<file path="config.mk">
export PLATFORM = sky130hd
export DESIGN_NAME = regfile_scoreboard_flat
export DESIGN_NICKNAME = d
export VERILOG_FILES = /design/src/rtl/regfile_scoreboard_if.sv /design/src/rtl/regfile_scoreboard.sv /design/src/flat_wrapper.sv
export SDC_FILE = /design/constraint.sdc
export NUM_CORES = 2
export LEC_CHECK = 0
export ABC_CLOCK_PERIOD_IN_PS = 4600
export CORE_ASPECT_RATIO = 1.5
export CORE_MARGIN = 8
export CORE_UTILIZATION = 50
export DETAILED_ROUTE_END_ITERATION = 8
export GPL_TIMING_DRIVEN = 1
export PLACE_DENSITY_LB_ADDON = 0.05
export SLEW_MARGIN = 20
export SYNTH_ARGS = -nofsm -noshare
export SYNTH_HDL_FRONTEND = slang
export SYNTH_SLANG_ARGS = --single-unit
</file>
<file path="constraint.sdc">
create_clock -name clk -period 4.6 [get_ports clk]
set_input_delay 0.46 -clock clk [delete_from_list [all_inputs] [get_ports clk]]
set_output_delay 0.46 -clock clk [all_outputs]
set_load 0.005 [all_outputs]
</file>
<file path="src/rtl/regfile_scoreboard_if.sv">
// Bundle between decode/writeback (master) and the register file with scoreboard (slave).
// Parameters must match those given to the regfile_scoreboard instance.
interface regfile_scoreboard_if #(
    parameter int XLEN  = 32,
    parameter int NREGS = 32,
    parameter int NRD   = 2
);
  localparam int AW = $clog2(NREGS);

  logic [NRD*AW-1:0]   rd_addr;
  logic [NRD*XLEN-1:0] rd_data;
  logic [NRD-1:0]      rd_busy;
  logic                issue_valid;
  logic [AW-1:0]       issue_addr;
  logic                issue_ready;
  logic                wb_valid;
  logic [AW-1:0]       wb_addr;
  logic [XLEN-1:0]     wb_data;
  logic                wb_err;

  modport master (
    output rd_addr, issue_valid, issue_addr, wb_valid, wb_addr, wb_data,
    input  rd_data, rd_busy, issue_ready, wb_err
  );

  modport slave (
    input  rd_addr, issue_valid, issue_addr, wb_valid, wb_addr, wb_data,
    output rd_data, rd_busy, issue_ready, wb_err
  );
endinterface

</file>
<file path="src/rtl/regfile_scoreboard.sv">
// Multi-read-port register file with a 2-bit pending-write counter per register.
// Define REGFILE_BYPASS_EN to forward same-cycle writeback data onto matching read ports.
module regfile_scoreboard #(
    parameter int XLEN    = 32,
    parameter int NREGS   = 32,
    parameter int NRD     = 2,
    parameter bit ZERO_R0 = 1'b1
) (
    input logic             clk,
    input logic             reset,
    regfile_scoreboard_if.slave bus
);
  localparam int AW = $clog2(NREGS);

  logic [XLEN-1:0] regs_q [NREGS];
  logic [1:0]      pend_q [NREGS];
  logic [1:0]      pend_d [NREGS];
  logic            wb_err_q, wb_err_d;

  logic issue_z, wb_z, wb_same_issue, issue_inc, wb_dec;

  assign issue_z       = ZERO_R0 && (bus.issue_addr == '0);
  assign wb_z          = ZERO_R0 && (bus.wb_addr == '0);
  assign wb_same_issue = bus.wb_valid && (bus.wb_addr == bus.issue_addr);

  // A full counter can still accept a reservation when the same register retires this cycle.
  assign bus.issue_ready = !((pend_q[bus.issue_addr] == 2'd3) && !wb_same_issue);

  assign issue_inc = bus.issue_valid && bus.issue_ready && !issue_z;
  assign wb_dec    = bus.wb_valid && !wb_z;

  // Retiring a register with nothing outstanding is a protocol error, unless it is reserved this cycle.
  assign wb_err_d = wb_err_q
                  | (wb_dec && (pend_q[bus.wb_addr] == 2'd0)
                     && !(issue_inc && (bus.issue_addr == bus.wb_addr)));

  generate
    for (genvar gi = 0; gi < NREGS; gi++) begin : g_pend
      logic inc_g, dec_g;
      assign inc_g = issue_inc && (bus.issue_addr == AW'(gi));
      assign dec_g = wb_dec && (bus.wb_addr == AW'(gi));
      assign pend_d[gi] =
          (inc_g && !dec_g && (pend_q[gi] != 2'd3)) ? pend_q[gi] + 2'd1 :
          (dec_g && !inc_g && (pend_q[gi] != 2'd0)) ? pend_q[gi] - 2'd1 :
                                                      pend_q[gi];
    end
  endgenerate

  always_ff @(posedge clk) begin
    if (reset) begin
      for (int i = 0; i < NREGS; i++) begin
        regs_q[i] <= '0;
        pend_q[i] <= '0;
      end
      wb_err_q <= 1'b0;
    end else begin
      for (int i = 0; i < NREGS; i++) begin
        pend_q[i] <= pend_d[i];
      end
      if (wb_dec) begin
        regs_q[bus.wb_addr] <= bus.wb_data;
      end
      wb_err_q <= wb_err_d;
    end
  end

  assign bus.wb_err = wb_err_q;

  generate
    for (genvar gi = 0; gi < NRD; gi++) begin : g_rd
      logic [AW-1:0]   addr_g;
      logic            zero_g;
      logic [XLEN-1:0] stored_g;
      assign addr_g   = bus.rd_addr[gi*AW +: AW];
      assign zero_g   = ZERO_R0 && (addr_g == '0);
      assign stored_g = zero_g ? '0 : regs_q[addr_g];
`ifdef REGFILE_BYPASS_EN
      logic hit_g;
      assign hit_g = bus.wb_valid && (bus.wb_addr == addr_g) && !zero_g;
      // The retiring write is treated as done, so busy only if another write remains.
      assign bus.rd_data[gi*XLEN +: XLEN] = hit_g ? bus.wb_data : stored_g;
      assign bus.rd_busy[gi] = hit_g ? (pend_q[addr_g] > 2'd1) : (pend_q[addr_g] != 2'd0);
`else
      assign bus.rd_data[gi*XLEN +: XLEN] = stored_g;
      assign bus.rd_busy[gi] = (pend_q[addr_g] != 2'd0);
`endif
    end
  endgenerate

endmodule

</file>
<file path="src/flat_wrapper.sv">
// flat-port wrapper written by rule: the top's interface ports become plain ports
module regfile_scoreboard_flat 
#(
    parameter int XLEN    = 32,
    parameter int NREGS   = 32,
    parameter int NRD     = 2,
    parameter bit ZERO_R0 = 1'b1
)
  (clk, reset, bus_rd_addr, bus_issue_valid, bus_issue_addr, bus_wb_valid, bus_wb_addr, bus_wb_data, bus_rd_data, bus_rd_busy, bus_issue_ready, bus_wb_err);
  regfile_scoreboard_if #(.XLEN(XLEN), .NREGS(NREGS), .NRD(NRD)) bus_i ();
  input logic clk;
  input logic reset;
  input wire logic [$bits(bus_i.rd_addr)-1:0] bus_rd_addr;
  input wire logic [$bits(bus_i.issue_valid)-1:0] bus_issue_valid;
  input wire logic [$bits(bus_i.issue_addr)-1:0] bus_issue_addr;
  input wire logic [$bits(bus_i.wb_valid)-1:0] bus_wb_valid;
  input wire logic [$bits(bus_i.wb_addr)-1:0] bus_wb_addr;
  input wire logic [$bits(bus_i.wb_data)-1:0] bus_wb_data;
  output wire logic [$bits(bus_i.rd_data)-1:0] bus_rd_data;
  output wire logic [$bits(bus_i.rd_busy)-1:0] bus_rd_busy;
  output wire logic [$bits(bus_i.issue_ready)-1:0] bus_issue_ready;
  output wire logic [$bits(bus_i.wb_err)-1:0] bus_wb_err;
  assign bus_i.rd_addr = bus_rd_addr;
  assign bus_i.issue_valid = bus_issue_valid;
  assign bus_i.issue_addr = bus_issue_addr;
  assign bus_i.wb_valid = bus_wb_valid;
  assign bus_i.wb_addr = bus_wb_addr;
  assign bus_i.wb_data = bus_wb_data;
  assign bus_rd_data = bus_i.rd_data;
  assign bus_rd_busy = bus_i.rd_busy;
  assign bus_issue_ready = bus_i.issue_ready;
  assign bus_wb_err = bus_i.wb_err;
  regfile_scoreboard #(.XLEN(XLEN), .NREGS(NREGS), .NRD(NRD), .ZERO_R0(ZERO_R0)) u_core (.clk(clk), .reset(reset), .bus(bus_i));
endmodule
</file>
Yosys cells after proc, flatten, opt, wreduce, memory -nomap -nowiden
Memory sizes are Yosys's and may differ from the RTL's.
Cells that the tools add are included.
Operators by class
  add/subtract/negate cells: 64
  div/mod/pow operators: 0
  shift operators: 0
  magnitude comparators: 0
  $mul: 0
  reductions and logical operators: 309
  muxes and demuxes: 107
  eq/ne operators: 97
  bitwise operators: 33
Operators by type and width (count)
  1-bit logical AND: 200
  2-bit 2-to-1 mux: 96
  5-bit == test, second input constant: 32
  32-bit 2-to-1 mux: 3
  5-bit by 4-bit == test with 1-bit output, second input constant: 16
  1-bit zero test: 69
  2-bit nonzero test: 34
  2-bit by 1-bit adder with 2-bit output, second input constant: 32
  2-bit inequality test, second input constant: 32
  2-bit by 1-bit subtractor with 2-bit output, second input constant: 32
  5-bit by 3-bit == test with 1-bit output, second input constant: 8
  1-bit bitwise OR: 33
  32-bit OR reduction: 1
  5-bit by 2-bit == test with 1-bit output, second input constant: 4
  5-bit zero test: 4
  5-bit by 1-bit == test with 1-bit output, second input constant: 2
  5-bit == test: 2
  1-bit 2-to-1 mux: 7
  5-bit 2-to-1 mux: 1
  2-bit == test, second input constant: 1
  2-bit zero test: 1
Storage, ports and cells
  memories: 2
  bits in registers: 1
  logic and storage cells: 613
  memory bits (read-only): 0
  latch bits: 0
  output and inout port bits: 68
  bits of input ports: 56
  bits in writable memories: 1088
Memory list
  u_core.regs_q: depth 32, bits a word 32, rd ports 2, clocked after memory_dff 0, wr ports 32, line regfile_scoreboard.sv:15  | logic [XLEN-1:0] regs_q [NREGS];
  u_core.pend_q: depth 32, bits a word 2, rd ports 36, clocked after memory_dff 0, wr ports 32, line regfile_scoreboard.sv:16  | logic [1:0] pend_q [NREGS];

Longest topological paths before layout
  word-level depth: 14
  mapped depth: 10
  depth with buffers taken out: 7

Least setup slack after synthesis
Ideal clock, no wire load.
  kind: input-to-output
  start: input bus_rd_addr[5]
  end: output bus_rd_data[38]
  arrival: 2571 ps
  path slack: 1569 ps
  required time: 4140 ps
  stages on the path: 7
  path buffers: 3
  cells stage by stage: clkbuf_1 > buf_2 > buf_1 > mux4_2 > mux4_2 > mux2i_1 > nor2_1
On the way
  cells in the longest elaborated chain, start to end: 2
  elaborated cells between the ends (all ways): 3
  those cells by class: 1 x mux; 1 x reduce/logical; 1 x memory
Ends and longest elaborated chain
  from (decl): line flat_wrapper.sv:13  | input wire logic [$bits(bus_i.rd_addr)-1:0] bus_rd_addr;
  memory 32 x 32 bit / 5-bit zero test (equally long branches)
  32-bit 2-to-1 mux (*): line regfile_scoreboard.sv:76  | assign stored_g = zero_g ? '0 : regs_q[addr_g];
  to (decl): line flat_wrapper.sv:19  | output wire logic [$bits(bus_i.rd_data)-1:0] bus_rd_data;
Every way passes the cells marked *; elsewhere a longest branch is shown, timed or not.

Final worst setup path
  start: input bus_rd_addr[0]
  end: output bus_rd_data[30]
The elaborated chain is that of the path after synthesis.

==> run metrics <==
reg2reg setup slack around 1.6 ns; DRC 0; die height roughly 440 µm; Starting Density just over 50%; Area Overhead vs Synth 13.6%; H-Tree Depth 3; Post-Synthesis Cell Area about 0.06 mm²; Global Route Usage Sum about 34%; Chip Width a little under 300 µm; leakage ~23 nW; Primary FF master, synth edfxtp_1; TritonRoute pass-1 iters 6; number of synthesized flops with an enable pin between 1000 and 1500; initial antenna violation count 29; antenna-violating nets left 0; Avg Inst Size Synth between 15 and 20 µm²; worst path required time approximately 4.1 ns; worst-skew pair later-pin latency about 0.76 ns; Final Wtd Congestion around 0.90; Reg-to-Reg Start u_core.pend_q[17][0]; Min-Delay Startpoint reset; final wirelength approximately 220000 µm; CTS tree yes; most used cell, CP mux4_2; Hold Path End u_core.pend_q[0][1]; RSZ-0062 raised after global routing no; most frequent cells in the layout 1024 x edfxtp_1, 995 x and2_1, 668 x mux4_2; overall power 24.3 mW; Placement Rows around 160; hold path depth 2; routed via count about 40000; R2R cell count 8; post-CTS sizing 0; nets 4053; CP Max Fanout 38; CTS buffer count between 100 and 150; clock skew ~0.026 ns; hold-fix buffers at CTS 0; fin. max-slew vios 0; sequential area share after synthesis between 50% and 60%; relative slew slack between 20% and 30%; Core Area 0.119 mm²; Reg2Reg Capture Point u_core.pend_q[21][1]; Vias per Instance between 6 and 7; Placed Area 0.0641 mm²; setup TNS 0 ns; flip-flop and latch area 0.0321 mm²; post-synthesis register bit count 1089; Worst-path clk slew approximately 0.060 ns; worst vdd ir between 0.3 and 0.4 mV; post-route design area 0.0677 mm²; I/O pin count 124; Clock Tree Root clkbuf_16; clk buf depth 3; number of fillers in the final layout ~9300; CP max-delay cell mux2i_1; Worst path max stage delay roughly 0.61 ns; clk sinks between 1000 and 1500; drt initial violations 5816; largest net degree at the start of global routing just under 70; crit-path cells buf_8, buf_4, mux4_2, mux4_2, mux2i_1, nor2_1, clkdlybuf4s50_1; worst-margin pin slew between 1 and 1.5 ns; crit start category primary input; Synth area leader edfxtp_1; commonest non-fill, non-tap cell in the layout edfxtp_1; final core occ a little under three fifths; PwrDens 359 mW/mm²; IO buf count about 120; MaxCap Viol Count 0; post-CTS setup repair buffer count 0; Highest Clock Rate approximately 240 MHz; remaining global-route overflow 0; Synth async-reset ratio 0%; vias in the first global route ~41000; synth top area cells edfxtp_1 52%, mux4_2 25%, and2_1 10%; Die ar. around 0.13 mm²; CP Class in -> out; share of layout cells above drive strength 1 27.3%; Min-Delay Path Class in -> reg; Final Hold Fails 0; YS warnings 0; combined area of the multi-input logic cells approximately 0.026 mm²; first-pass GRT wire length between 300000 and 400000 µm; Post-Syn Instances roughly 4000; wire length per cell roughly 39 µm; minimum clock period after layout ~4 ns; CP Capture Type output pin; Yosys cell types 62; HPWL after detailed placement 130000 µm; Final period util approximately nine tenths; crit path DAT about 3.6 ns; status finished, final reports clean; Setup Viol. Count Final 0; top-area cell type share of the netlist area 51.6%
-- per-layer routing --
| layer | vias to the layer above | global-route usage [%] | part of all wire, % |
|---|---|---|---|
| met5 | - | 0 | 0.0059 |
| met3 | 736 | 7.00 | 9.9 |
| met2 | 2676 | 55.6 | 49 |
| li1 | 15500 | - | - |
| met1 | 20700 | 40.1 | 34 |
| met4 | 2 | 21.5 | 7.1 |
-- per-stage QoR --
stage               hold slack, ns  instances  setup slack, ns
finish                       0.246       5682            0.512
global route                 0.240       5666            0.499
CTS                          0.209       5664            0.528
detailed placement           0.451       5452            0.545
global placement             0.449       5452            0.543
floorplan                    0.431       3981             1.57
-- cells by family (layout without fill, tap and decap cells) --
logic type,Yosys count,count (layout),share of synthesized area [%]
AND/OR/NAND/NOR,1417,1417,13.8
flip-flops,1089,1089,53.7
multiplexers,737,737,26.4
buffers and inverters,433,546,2.87
AO/OA/AOI/OAI,266,266,3.10
XOR/XNOR,7,7,0.103
other,1,50,0.00629
-- layout make-up --
| cell class | count | share of cell area, % |
|---|---|---|
| sequential | 1089 | 47.3 |
| multi-input combinational | 2459 | 38.8 |
| timing repair buffer | 323 | 5.46 |
| clock buffer | 144 | 4.44 |
| tap | 1570 | 2.90 |
| clock inverter | 68 | 0.925 |
| antenna | 18 | 0.0665 |
| inverter | 11 | 0.0610 |
-- how the worst max path moves through the flow --
| stage | startpoint | to | slack [ns] | cells after the start |
|---|---|---|---|---|
| floorplan | bus_rd_addr[5] | bus_rd_data[38] | 1.57 | 7 |
| global placement | bus_rd_addr[0] | bus_rd_data[30] | 0.54 | 7 |
| detailed placement | bus_rd_addr[0] | bus_rd_data[30] | 0.54 | 7 |
| CTS | bus_rd_addr[0] | bus_rd_data[30] | 0.53 | 7 |
| global route | bus_rd_addr[0] | bus_rd_data[30] | 0.50 | 7 |
| finish | bus_rd_addr[0] | bus_rd_data[30] | 0.51 | 7 |
-- where the power goes --
part	leakage (nW)	switching, mW	internal, mW	total, mW
Combinational	10.5	1.83	1.55	3.38
Clock	1.77	4.09	5.18	9.27
Sequential	10.3	0.286	11.4	11.7
-- registers in the layout, summed over array words and instances, names as in the netlist --
name / cells
u_core.regs_q: 1024
u_core.pend_q: 64
u_core.bus.wb_err: 1
-- cells in the mapped netlist, types with 4 or more instances --
library cell  number
o221ai_1          19
or4_1              4
a311oi_1           6
buf_2             58
nor4_1            34
o21ai_0           33
inv_1             11
a211oi_2           4
edfxtp_1        1024
mux4_2           668
nand3_1           55
nor3_1            37
buf_1             35
dfxtp_1           65
xor2_1             7
nor2_1           145
nand4_1            7
nand2_1           95
a31oi_1           13
clkbuf_1         326
nor2b_1            7
a21oi_1           71
o22ai_1            4
o211ai_1          30
and2_1           995
o21a_1             4
mux2i_1           69
a41oi_1           25
o21ai_1            9
nand2b_1          10
a211oi_1          29
-- critical path: cells and delay by family --
family / cells / cell delay [ns]
simple gates: 1 / 0.09
mux: 3 / 1.63
buf+inv: 3 / 1.35
Power figures use the tool's default switching activity.
